$ cat src/rtl/uart_cmd_decoder.sv
// Byte-level UART command decoder: turns write/read command frames into
// single-cycle register-file strobes and returns read data to the TX FIFO.
module uart_cmd_decoder #(
  parameter int                    ADDR_WIDTH = 4,
  parameter int                    DATA_WIDTH = 8,
  parameter logic [DATA_WIDTH-1:0] WR_CMD     = 8'hAA,
  parameter logic [DATA_WIDTH-1:0] RD_CMD     = 8'hBB
) (
  input  logic                  CLK,
  input  logic                  RST,
  input  logic [DATA_WIDTH-1:0] rx_data,
  input  logic                  rx_valid,
  input  logic                  parity_error,
  input  logic                  framing_error,
  input  logic [DATA_WIDTH-1:0] rd_data,
  input  logic                  rd_data_valid,
  input  logic                  fifo_full,
  output logic                  wr_en,
  output logic                  rd_en,
  output logic [ADDR_WIDTH-1:0] addr,
  output logic [DATA_WIDTH-1:0] wr_data,
  output logic [DATA_WIDTH-1:0] tx_data,
  output logic                  tx_wr,
  output logic [7:0]            err_cnt,
  output logic                  busy
);

  typedef enum logic [2:0] {
    IDLE, WR_ADDR, WR_DATA, WR_EXEC, RD_ADDR, RD_REQ, RD_WAIT, RD_SEND
  } state_t;

  state_t                  state_q, state_d;
  logic [ADDR_WIDTH-1:0]   addr_q, addr_d;
  logic [DATA_WIDTH-1:0]   wr_data_q, wr_data_d;
  logic [DATA_WIDTH-1:0]   tx_data_q, tx_data_d;
  logic [7:0]              err_cnt_q, err_cnt_d;
  logic                    wr_en_q, wr_en_d;
  logic                    rd_en_q, rd_en_d;
  logic                    tx_wr_q, tx_wr_d;
  logic                    busy_q;
  logic                    good, bad, err_inc;

  assign good = rx_valid & ~parity_error & ~framing_error;
  assign bad  = rx_valid & (parity_error | framing_error);

  // Strobes are computed one cycle ahead so every output leaves a flop.
  always_comb begin
    state_d   = state_q;
    addr_d    = addr_q;
    wr_data_d = wr_data_q;
    tx_data_d = tx_data_q;
    wr_en_d   = 1'b0;
    rd_en_d   = 1'b0;
    tx_wr_d   = 1'b0;
    err_inc   = 1'b0;

    if (bad) begin
      state_d = IDLE;
      err_inc = 1'b1;
    end else begin
      case (state_q)
        IDLE: begin
          if (good) begin
            if (rx_data == WR_CMD)      state_d = WR_ADDR;
            else if (rx_data == RD_CMD) state_d = RD_ADDR;
            else                        err_inc = 1'b1;
          end
        end
        WR_ADDR: begin
          if (good) begin
            addr_d  = rx_data[ADDR_WIDTH-1:0];
            state_d = WR_DATA;
          end
        end
        WR_DATA: begin
          if (good) begin
            wr_data_d = rx_data;
            wr_en_d   = 1'b1;
            state_d   = WR_EXEC;
          end
        end
        WR_EXEC: begin
          err_inc = good;
          state_d = IDLE;
        end
        RD_ADDR: begin
          if (good) begin
            addr_d  = rx_data[ADDR_WIDTH-1:0];
            rd_en_d = 1'b1;
            state_d = RD_REQ;
          end
        end
        RD_REQ: begin
          err_inc = good;
          state_d = RD_WAIT;
        end
        RD_WAIT: begin
          err_inc = good;
          if (rd_data_valid) begin
            tx_data_d = rd_data;
            state_d   = RD_SEND;
          end
        end
        RD_SEND: begin
          err_inc = good;
          if (!fifo_full) begin
            tx_wr_d = 1'b1;
            state_d = IDLE;
          end
        end
        default: state_d = IDLE;
      endcase
    end

    err_cnt_d = (err_inc && (err_cnt_q != 8'hFF)) ? err_cnt_q + 8'd1 : err_cnt_q;
  end

  always_ff @(posedge CLK or negedge RST) begin
    if (!RST) begin
      state_q   <= IDLE;
      addr_q    <= '0;
      wr_data_q <= '0;
      tx_data_q <= '0;
      err_cnt_q <= '0;
      wr_en_q   <= 1'b0;
      rd_en_q   <= 1'b0;
      tx_wr_q   <= 1'b0;
      busy_q    <= 1'b0;
    end else begin
      state_q   <= state_d;
      addr_q    <= addr_d;
      wr_data_q <= wr_data_d;
      tx_data_q <= tx_data_d;
      err_cnt_q <= err_cnt_d;
      wr_en_q   <= wr_en_d;
      rd_en_q   <= rd_en_d;
      tx_wr_q   <= tx_wr_d;
      busy_q    <= (state_d != IDLE);
    end
  end

  assign wr_en   = wr_en_q;
  assign rd_en   = rd_en_q;
  assign addr    = addr_q;
  assign wr_data = wr_data_q;
  assign tx_data = tx_data_q;
  assign tx_wr   = tx_wr_q;
  assign err_cnt = err_cnt_q;
  assign busy    = busy_q;

endmodule

$ cat config.mk
export PLATFORM = sky130hd
export DESIGN_NAME = uart_cmd_decoder
export DESIGN_NICKNAME = d
export VERILOG_FILES = /design/src/rtl/uart_cmd_decoder.sv
export SDC_FILE = /design/constraint.sdc
export NUM_CORES = 1
export LEC_CHECK = 0
export ABC_AREA = 1
export CAP_MARGIN = 20
export CORE_MARGIN = 2
export CORE_UTILIZATION = 49
export CTS_CLUSTER_DIAMETER = 50
export DETAILED_ROUTE_END_ITERATION = 16
export GPL_TIMING_DRIVEN = 1
export PLACE_DENSITY = 0.84
export SETUP_SLACK_MARGIN = 0.4
export SLEW_MARGIN = 25
export SYNTH_ARGS = -nofsm -noshare
export SYNTH_HDL_FRONTEND = slang
export SYNTH_SLANG_ARGS = --single-unit
$ cat constraint.sdc
create_clock -name CLK -period 3.8 [get_ports CLK]
set_input_delay 0.95 -clock CLK [delete_from_list [all_inputs] [get_ports CLK]]
set_output_delay 0.95 -clock CLK [all_outputs]
set_load 0.02 [all_outputs]
# == Word-level counts from Yosys, hierarchy flattened ==
# Cells that the tools add are included.
# totals
inputBits,23
ff_bits,35
word_cells,58
# classes
reduce_logical,8
add_sub_neg,1
bitwise_logic,7
muxes,23
n_eq_ne,10
# ops
operator,count
$mux 3,9
$pmux 3 s8,1
$eq 8x8->1 const B,2
$eq 3x3->1 const B,4
$mux 1,12
$reduce_and 3->1,3
$add 8x1->8 const B,1
$ne 8x8->1 const B,1
$eq 3x2->1 const B,2
$reduce_or 4->1,1
$and 1x1->1,3
$eq 3x1->1 const B,1
$logic_not 3->1,1
$not 1->1,3
$reduce_bool 3->1,1
$pmux 1 s2,1
$reduce_or 2->1,1
$logic_and 1x1->1,1
$or 1x1->1,1

# == Depth between registers and ports, before layout ==
# Gate-level depths: netlist (run 1).
# depth
ltp_word,7
depth_mapped,9

# == Worst setup path after synthesis (run 1) ==
# No wires, ideal clock.
# synth_timing
kind,input-to-reg
start,input parity_error
end,register wr_data_q[4] (netlist: wr_data[4])
arrival_ns,1.595
t_required_ns,3.682
stages,7
setup_slack_ns,2.087
n_path_buf,1
cell_sequence,inv_1 > nand2_1 > nor2_1 > nand3_2 > buf_4 > nand2_1 > o21ai_2
# synth_between
elab_chain_cells,4
elab_cells_between_ends,7
cone_classes,6 x bitwise; 1 x reduce/logical
# synth_rtl
element,line,text
start: declaration,13,"input logic parity_error,"
$or 1x1->1 / $not 1->1 (equally long branches),"44, 43",
$and 1x1->1 (on tied branches),"44, 43",
$not 1->1 (no source line) / $and 1x1->1 (equally long branches),n/a,
$reduce_and 3->1 (no source line) (*),n/a,
end signal: assignment,132,wr_data_q <= wr_data_d;
end: declaration,34,"logic [DATA_WIDTH-1:0] wr_data_q, wr_data_d;"
# Mark *: on every way between the ends. The rest lies on a longest branch, timed or not.
# A chain may end at the register's enable or synchronous reset.

# == Worst setup path in the final report (run 1) ==
# layout_timing
start,register err_cnt_q[0] (netlist: err_cnt[0])
end,output err_cnt[0]
# layout_rtl
element,line,text
start: declaration,36,"logic [7:0] err_cnt_q, err_cnt_d;"
start signal: assignment,134,err_cnt_q <= err_cnt_d;
end: declaration,24,"output logic [7:0] err_cnt,"
# No word-level cell between the ends.

==> results of run 1 <==
==> per-layer routing <==
metal  wire [microns]  track usage [%]  vias up  share of wire, %
li1                 -                -      746                 -
met3              228             4.82        8               5.9
met4               97             12.8        0               2.5
met5                0                0        -                 0
met2             1870             36.3       46                49
met1             1640             26.6      692                43
==> state kept, by name (all words and copies together), names as in the netlist <==
signal   count
err_cnt      8
tx_data      8
wr_data      8
addr         4
state_q      3
busy         1
rd_en        1
tx_wr        1
wr_en        1
==> worst min-delay path, delay by kind of cell, from the launching register on <==
| family | cells | cell delay, ns |
|---|---|---|
| and+or+nand+nor | 2 | 0.10 |
| DFF | 1 | 0.37 |
==> power by group <==
| group | internal (W) | switching, W | leakage, nW |
|---|---|---|---|
| Clock | 0.000155 | 0.000133 | 0.0482 |
| Sequential | 0.000488 | 0.0000846 | 0.464 |
| Combinational | 0.000323 | 0.000375 | 0.656 |
==> synthesized netlist by cell type (all sizes together) (2+ instances only) <==
cell type / n / area share [%]
nand3: 15 / 5.7
nor2: 26 / 6.4
mux2: 8 / 5.3
a21oi: 5 / 2.3
nand2: 65 / 15
dfrtp: 35 / 51
nor3: 2 / 0.58
inv: 24 / 5.3
xor2: 4 / 2.0
o21ai: 9 / 3.7
==> metrics by stage <==
step	setup WS [ns]	instance area [sq um]	power (W)	util, %
floorplan	2.09	1710	0.000975	-
global placement	1.40	2310	0.00126	69.3
detailed placement	1.30	2310	0.00128	69.3
CTS	1.39	2400	0.00157	71.8
global route	1.35	2400	0.00166	71.8
finish	1.40	2400	0.00156	71.8
==> layout make-up <==
cell class | count | area [sq um] | area share, %
multi-input cells | 137 | 734 | 30.6
inverters | 25 | 95.1 | 3.97
clock buffers | 6 | 51.3 | 2.14
repair buffers | 55 | 548 | 22.9
well taps | 46 | 57.6 | 2.40
clock inverters | 2 | 35.0 | 1.46
flip-flops and latches | 35 | 876 | 36.5
==> worst max-delay path by stage <==
stage	to	slack (ns)
5_1_grt	err_cnt[0]	1.35
2_1_floorplan	wr_data[4]$_DFFE_PN0P_	2.09
6_report	err_cnt[0]	1.40
3_5_place_dp	busy$_DFF_PN0_	1.30
4_1_cts	err_cnt[0]	1.39
3_3_place_gp	wr_data[7]$_DFFE_PN0P_	1.40
==> kinds of logic after synthesis <==
logic type / after synthesis / synth area share (%)
xor gates and xnor gates: 4 / 2.05
muxes: 8 / 5.26
AOI/OAI and AO/OA: 16 / 6.87
DFF: 35 / 51.1
adders and majority gates: 1 / 0.730
buffers and inverters: 26 / 5.99
and+or+nand+nor: 108 / 28.0
==> flow_summary.toml, run 1 <==
[run_status]
outcome = "finished clean"

[sta]
max_freq_ghz = 0.417
post-route-min-period_ns = 2.40
slew_violations = 0
whs_ns = 0.498
rsz0062_at_grt = "false"
hold_viol = 0
setup_violations = 0
relSlewSlack_pct = 66.5
setup_tns_ns = 0
fin_skew_ns = 0.0122
tightest_slew_ns = 0.503
post-route-period-util_pct = 63.1

[floorplanning]
coreArea_sq_um = 3340
die_h_microns = 63.1
initial_core_util_pct = 51.3
ios = 55
die_w_microns = 63.1
die-area_sq_um = 3980
placementRows = 21

[worst_hold_path]
min-delay-start = "wr_data[7]$_DFFE_PN0P_"
holdPathEnd = "wr_data[7]$_DFFE_PN0P_"
hold_path.class = "reg2reg"
hold_depth = 2

[worst_setup_path]
startpoint = "err_cnt[0]$_DFFE_PN0P_"
end_kind = "primary output"
arrival_ns = 1.45
cp_slowest_cell = "clkdlybuf4s50_1"
worst-path-stages = 1
reg2reg_slack_ns = 2.12
crit_type = "reg2out"
startpoint_type = "register"
worst_r2r_endpoint = "err_cnt[3]$_DFFE_PN0P_"
path_buf_inv = 1
r2r_cells = 7
path_cells = "clkdlybuf4s50_1"
crit_required_ns = 2.85
r2r-start = "err_cnt[0]$_DFFE_PN0P_"
crit_fanout = 6
cpPeakStageDelay_ns = 0.64
critPathTopFamily = "buffers and inverters"

[yosys]
synth_area_per_cell_sq_um = 8.65
yosys_most_used_dff = "dfrtp_1"
synthArstFlopShare_pct = 100
netlist_area_sq_um = 1710
synthDistinctLibCells = 25
synth_edf_count = 0
postSynthCellCount = 198
ys_warn_count = 0
ys_ff_latch = 35
ys_seq_area_share_pct = 51.1
syn-num-nets = 222

[grt]
grt-ovfl-total = 0
grt_max_degree = 36
track_usage_pct = 22.0
grt_pass1_vias = 1444
grt_pass1_wl_mm = 6.64
antenna_found_initial = 0

[route]
drt_iter0_drc = 96
ant_nets = 0
vias = 1492
detail_route.wirelength_mm = 3.84
drtPass1Iterations = 4
routedWlPerCell_microns = 12.5
vias_per_cell = 4.88
post-route-drc-count = 0

[clock_tree]
clk_pin_slew_ns = 0.12
cts_root_buf = "clkbuf_4"
cts_setup_buffers = 0
clockBufferDepth = 2
cts_made_buffers = 5
cts_tree = "done"
ctsResizeCount = 0
holdBufCountCts = 0
htree_levels = 2
cts_sinks = 35
clk_latency_ns = 0.36

[finish]
antenna_cells = 0
drive_gt1_share_pct = 13.5
layout_common_cells = "62 x nand2_1, 54 x clkdlybuf4s50_1, 35 x dfrtp_1"
layout_commonest_cell = "nand2_1"
area_growth_pct = 40.0
nets = 283
fill_cells = 284
fin_cells = 306

[placement]
place_inst = 298
dpl.hpwl_mm = 2.83
place.gp.congestion = 0.891
portBuffers = 54

[power]
leakage_nw = 1.17
peakVddDrop_mv = 0.385
powerDensity_nw_per_um2 = 650

[job]
cap_violations = 0
Power figures use the tool's default switching activity.
==> run 2, diff against run 1 <==
--- a/config.mk
+++ b/config.mk
@@ -8,11 +8,11 @@
 export ABC_AREA = 1
 export CAP_MARGIN = 20
 export CORE_MARGIN = 2
-export CORE_UTILIZATION = 49
+export CORE_UTILIZATION = 46
 export CTS_CLUSTER_DIAMETER = 50
 export DETAILED_ROUTE_END_ITERATION = 16
 export GPL_TIMING_DRIVEN = 1
-export PLACE_DENSITY = 0.84
+export PLACE_DENSITY = 0.8
 export SETUP_SLACK_MARGIN = 0.4
 export SLEW_MARGIN = 25
 export SYNTH_ARGS = -nofsm -noshare
==> constraint.sdc (replaced) <==
create_clock -name CLK -period 2.4 [get_ports CLK]
set_input_delay 0.6 -clock CLK [delete_from_list [all_inputs] [get_ports CLK]]
set_output_delay 0.6 -clock CLK [all_outputs]
set_load 0.02 [all_outputs]
==> run 2 against run 1 <==
Net effect: clock skew shrank 0.0098 ns; total power increased by 58%; worst setup slack worse by 0.92 ns; highest routed layer unchanged.
==> flow_summary.toml, run 2 (synthesized netlist as in run 1, its figures left out) <==
[worst_hold_path]
hold_path.class = "reg2reg"

[sta]
rsz0062_at_grt = "false"
slew_violations = 0
setup_tns_ns = 0
relSlewSlack_pct = 67.7
max_freq_ghz = 0.521
setup_violations = 0
fin_skew_ns = 0.00246
hold_viol = 0
post-route-period-util_pct = 80.1
tightest_slew_ns = 0.484
post-route-min-period_ns = 1.92

[power]
powerDensity_nw_per_um2 = 1020
peakVddDrop_mv = 0.521
total_power_w = 0.00246
leakage_nw = 1.18

[finish]
fill_cells = 325
final_util_pct = 66.5
antenna_cells = 0
area_growth_pct = 41.1
nets = 283
layout_commonest_cell = "nand2_1"
layout_common_cells = "62 x nand2_1, 53 x clkdlybuf4s50_1, 35 x dfrtp_1"
drive_gt1_share_pct = 13.1
fin_area_sq_um = 2420

[worst_setup_path]
arrival_ns = 1.32
end_kind = "primary output"
crit_required_ns = 1.80
cp_slowest_cell = "clkdlybuf4s50_1"
crit_type = "reg2out"
path_cells = "clkdlybuf4s50_1"
critPathTopFamily = "buffers and inverters"
path_buf_inv = 1
crit_fanout = 5
cpPeakStageDelay_ns = 0.63
startpoint_type = "register"

[placement]
dpl-instance-area_sq_um = 2310
dpl.hpwl_mm = 2.63
portBuffers = 54
place.gp.congestion = 0.876

[job]
cap_violations = 0

[route]
routedWlPerCell_microns = 11.5
detail_route.wirelength_mm = 3.55
vias_per_cell = 4.71
vias = 1451
drtPass1Iterations = 4
drt_iter0_drc = 72
ant_nets = 0
post-route-drc-count = 0

[floorplanning]
coreArea_sq_um = 3630
initial_core_util_pct = 47.1
die-area_sq_um = 4230
die_w_microns = 65.0
ios = 55
die_h_microns = 65.0
placementRows = 22

[grt]
grt-ovfl-total = 0
antenna_found_initial = 0
grt_pass1_wl_mm = 5.99
grt_max_degree = 36
track_usage_pct = 18.9
grt_pass1_vias = 1418

[clock_tree]
cts_root_buf = "clkbuf_8"
clk_pin_slew_ns = 0.06
cts_made_buffers = 5
cts_setup_buffers = 0
cts_sinks = 35
htree_levels = 2
clockBufferDepth = 2
clk_latency_ns = 0.29
cts_tree = "done"

[run_status]
outcome = "finished clean"
## run 2: cell count changes in the layout (fill, tap and decap cells not counted), sizes merged
cell and delta:
clkbuf +2, bufinv -1, clkdlybuf4s50 -1, clkinv -1
dlymetal6s2s +1
## run 2: what timing repair did
action / 4_1_cts / 5_1_grt
hold endpoints to repair: 0 / 0
gates resized for setup: 0 / 1
endpoints found under the setup margin: 0 / 1
hold buffers: 0 / 0
## run 2: path summary, 6_finish.rpt
path / startpoint / end / slack, ns / cells after the start
setup reg to reg: err_cnt[0]$_DFFE_PN0P_ / err_cnt[5]$_DFFE_PN0P_ / 0.77 / 7
max in group asynchronous: RST / tx_data[2]$_DFFE_PN0P_ / 1.38 / 2
setup / recovery: err_cnt[2]$_DFFE_PN0P_ / err_cnt[2] / 0.48 / 1
hold / removal: wr_data[5]$_DFFE_PN0P_ / wr_data[5]$_DFFE_PN0P_ / 0.49 / 2
hold reg to reg: wr_data[5]$_DFFE_PN0P_ / wr_data[5]$_DFFE_PN0P_ / 0.49 / 2
min in group asynchronous: RST / addr[3]$_DFFE_PN0P_ / 0.71 / 2
## run 2: final cells by class
type	instances	area (sq um)	share of cell area (%)
flip-flops and latches	35	876	36.3
multi-input cells	137	734	30.4
repair buffers	55	551	22.8
clock buffers	8	100	4.14
inverters	25	95.1	3.94
well taps	48	60.1	2.49
## run 2: where the power goes
group,internal [W],total [W],switching [W]
registers,0.000775,0.000912,0.000137
clock network,0.000262,0.000460,0.000198
logic,0.000510,0.00109,0.000580
total,0.00155,0.00246,0.000915
## run 2: layer usage
| metal | vias to the layer above | wire (microns) | GRT usage, % |
|---|---|---|---|
| li1 | 740 | - | - |
| met1 | 654 | 1630 | 23.4 |
| met2 | 47 | 1600 | 29.9 |
| met3 | 10 | 220 | 4.51 |
| met4 | 0 | 104 | 11.7 |
| met5 | - | 0 | 0 |
## run 2: tightest hold or removal path: stages, from the launching register on
cell and delay [ns]:
dfrtp_1 0.35, nand2_1 0.06, nand2_1 0.05
## run 2: through the flow
stage	worst slack [ns]	hold WS (ns)	cells
2_1_floorplan	0.877	0.304	198
3_3_place_gp	0.342	0.466	300
3_5_place_dp	0.291	0.465	300
4_1_cts	0.424	0.484	308
5_1_grt	0.415	0.504	308
6_report	0.479	0.486	308
==> run 3, diff against run 2 <==
==> constraint.sdc (replaced) <==
create_clock -name CLK -period 1.9 [get_ports CLK]
set_input_delay 0.475 -clock CLK [delete_from_list [all_inputs] [get_ports CLK]]
set_output_delay 0.475 -clock CLK [all_outputs]
set_load 0.02 [all_outputs]
==> run 3 against run 2 <==
Net effect: non-clock buffer count grew 8; clock power grew 11%; critical endpoint is now wr_data[2]; critical path type unchanged; hold slack lost 0.029 ns; worst setup slack lost 0.049 ns; clock skew is essentially flat; die area is the same; core utilization grew 3.2 points; first-iteration DRC count grew 2.8%; clock-buffer cell count shrank 1; global-route usage grew 0.11 points; design area grew 4.9%.
==> flow_summary.toml, run 3 (synthesized netlist as in run 1, its figures left out) <==
[placement]
portBuffers = 54
place_inst = 302
dpl.hpwl_mm = 2.70
place_ws_ns = 0.0421
place.gp.congestion = 0.806

[floorplanning]
die_h_microns = 65.0
coreArea_sq_um = 3630
ios = 55
die_w_microns = 65.0
initial_core_util_pct = 47.1
die-area_sq_um = 4230
placementRows = 22

[sta]
hold_viol = 0
fin_skew_ns = 0.00271
worst_slack_ns = 0.430
setup_violations = 0
post-route-period-util_pct = 77.4
rsz0062_at_grt = "true"
post-route-min-period_ns = 1.47
relSlewSlack_pct = 70.6
setup_tns_ns = 0
slew_violations = 0
max_freq_ghz = 0.680
tightest_slew_ns = 0.441

[grt]
grt_pass1_vias = 1406
antenna_found_initial = 0
grt_max_degree = 36
grt-ovfl-total = 0
track_usage_pct = 19.0
grt_pass1_wl_mm = 6.07

[clock_tree]
cts_root_buf = "clkbuf_8"
cts_made_buffers = 5
holdBufCountCts = 0
htree_levels = 2
cts_sinks = 35
clockBufferDepth = 2
cts_tree = "done"
clk_pin_slew_ns = 0.07
clk_latency_ns = 0.29

[worst_setup_path]
crit_fanout = 2
cpPeakStageDelay_ns = 0.39
end_kind = "primary output"
worst_r2r_endpoint = "err_cnt[1]$_DFFE_PN0P_"
crit_type = "reg2out"
worst-path-stages = 1
path_buf_inv = 1
reg2reg_slack_ns = 0.48
startpoint = "wr_data[2]$_DFFE_PN0P_"
startpoint_type = "register"
r2r_cells = 7
path_cells = "dlygate4sd2_1"
arrival_ns = 1.00
crit_end = "wr_data[2]"
critPathTopFamily = "flip-flops"
cp_slowest_cell = "dfrtp_1"
crit_required_ns = 1.42
r2r-start = "err_cnt[0]$_DFFE_PN0P_"

[route]
routedWlPerCell_microns = 12.2
ant_nets = 0
drtPass1Iterations = 5
detail_route.wirelength_mm = 3.85
vias_per_cell = 4.79
vias = 1517
drt_iter0_drc = 74
post-route-drc-count = 0

[job]
cap_violations = 0

[worst_hold_path]
hold_path.class = "in2reg"

[finish]
fill_cells = 309
antenna_cells = 0
area_growth_pct = 47.9
multi_input_area_sq_um = 806
nets = 292
layout_common_cells = "56 x nand2_1, 34 x dfrtp_1, 20 x inv_1"
drive_gt1_share_pct = 24.2
layout_commonest_cell = "nand2_1"
final-seq-area_sq_um = 877
fin_cells = 317

[run_status]
outcome = "finished clean"

[power]
powerDensity_nw_per_um2 = 1190
leakage_nw = 1.38
peakVddDrop_mv = 0.714
run 3: cell types whose count changed in the layout (fill, tap and decap cells not counted), moves of 4 or more:
cell	delta
clkdlybuf4s50_1	-41
dlygate4sd2_1	+14
clkdlybuf4s15_1	+12
dlymetal6s2s_1	+9
nand2_2	+7
buf_4	+6
nand2_1	-6
nor2_1	-6
clkbuf_2	+4
run 3: cell type report:
| type | count | share of cell area [%] |
|---|---|---|
| Timing Repair Buffer | 63 | 24.2 |
| Sequential cell | 35 | 34.6 |
| Inverter | 25 | 3.75 |
| Multi-Input combinational cell | 138 | 31.8 |
| Tap cell | 48 | 2.37 |
| Clock inverter | 1 | 0.198 |
| Clock buffer | 7 | 3.01 |
run 3: repair_timing:
action | CTS | global route
cloned | 0 | 1
pin swaps | 0 | 1
endpoints found under the setup margin | 53 | 48
buffers inserted | 2 | 4
gates resized for setup | 46 | 42
hold endpoints to repair | 0 | 0
run 3: routing by layer:
layer	up-vias	track usage, %	part of all wire, %
met2	50	30.0	48
met3	3	7.81	8.5
met5	-	0	0
li1	754	-	-
met1	710	24.0	42
met4	0	5.73	0.91
run 3: power breakdown:
group | internal [W] | switching (W)
combinational | 0.000566 | 0.000794
sequential | 0.000980 | 0.000165
clock | 0.000257 | 0.000252
run 3: worst min-delay path by stage:
stage	startpoint	end	cells after the start
floorplan	RST	addr[0]$_DFFE_PN0P_	0
global placement	wr_data[4]$_DFFE_PN0P_	wr_data[4]$_DFFE_PN0P_	2
detailed placement	wr_data[4]$_DFFE_PN0P_	wr_data[4]$_DFFE_PN0P_	2
CTS	wr_data[4]$_DFFE_PN0P_	wr_data[4]$_DFFE_PN0P_	2
global route	rx_data[6]	wr_data[6]$_DFFE_PN0P_	3
finish	rx_data[6]	wr_data[6]$_DFFE_PN0P_	3
run 3: through the flow:
stage / cell area [sq um] / total power, W / hold WS (ns) / utilization [%]
after floorplan: 1720 / 0.00195 / 0.179 / -
after global placement: 2350 / 0.00254 / 0.467 / 64.6
after detailed placement: 2350 / 0.00256 / 0.469 / 64.6
after CTS: 2430 / 0.00295 / 0.480 / 66.8
after global routing: 2530 / 0.00324 / 0.452 / 69.7
final: 2530 / 0.00301 / 0.457 / 69.7
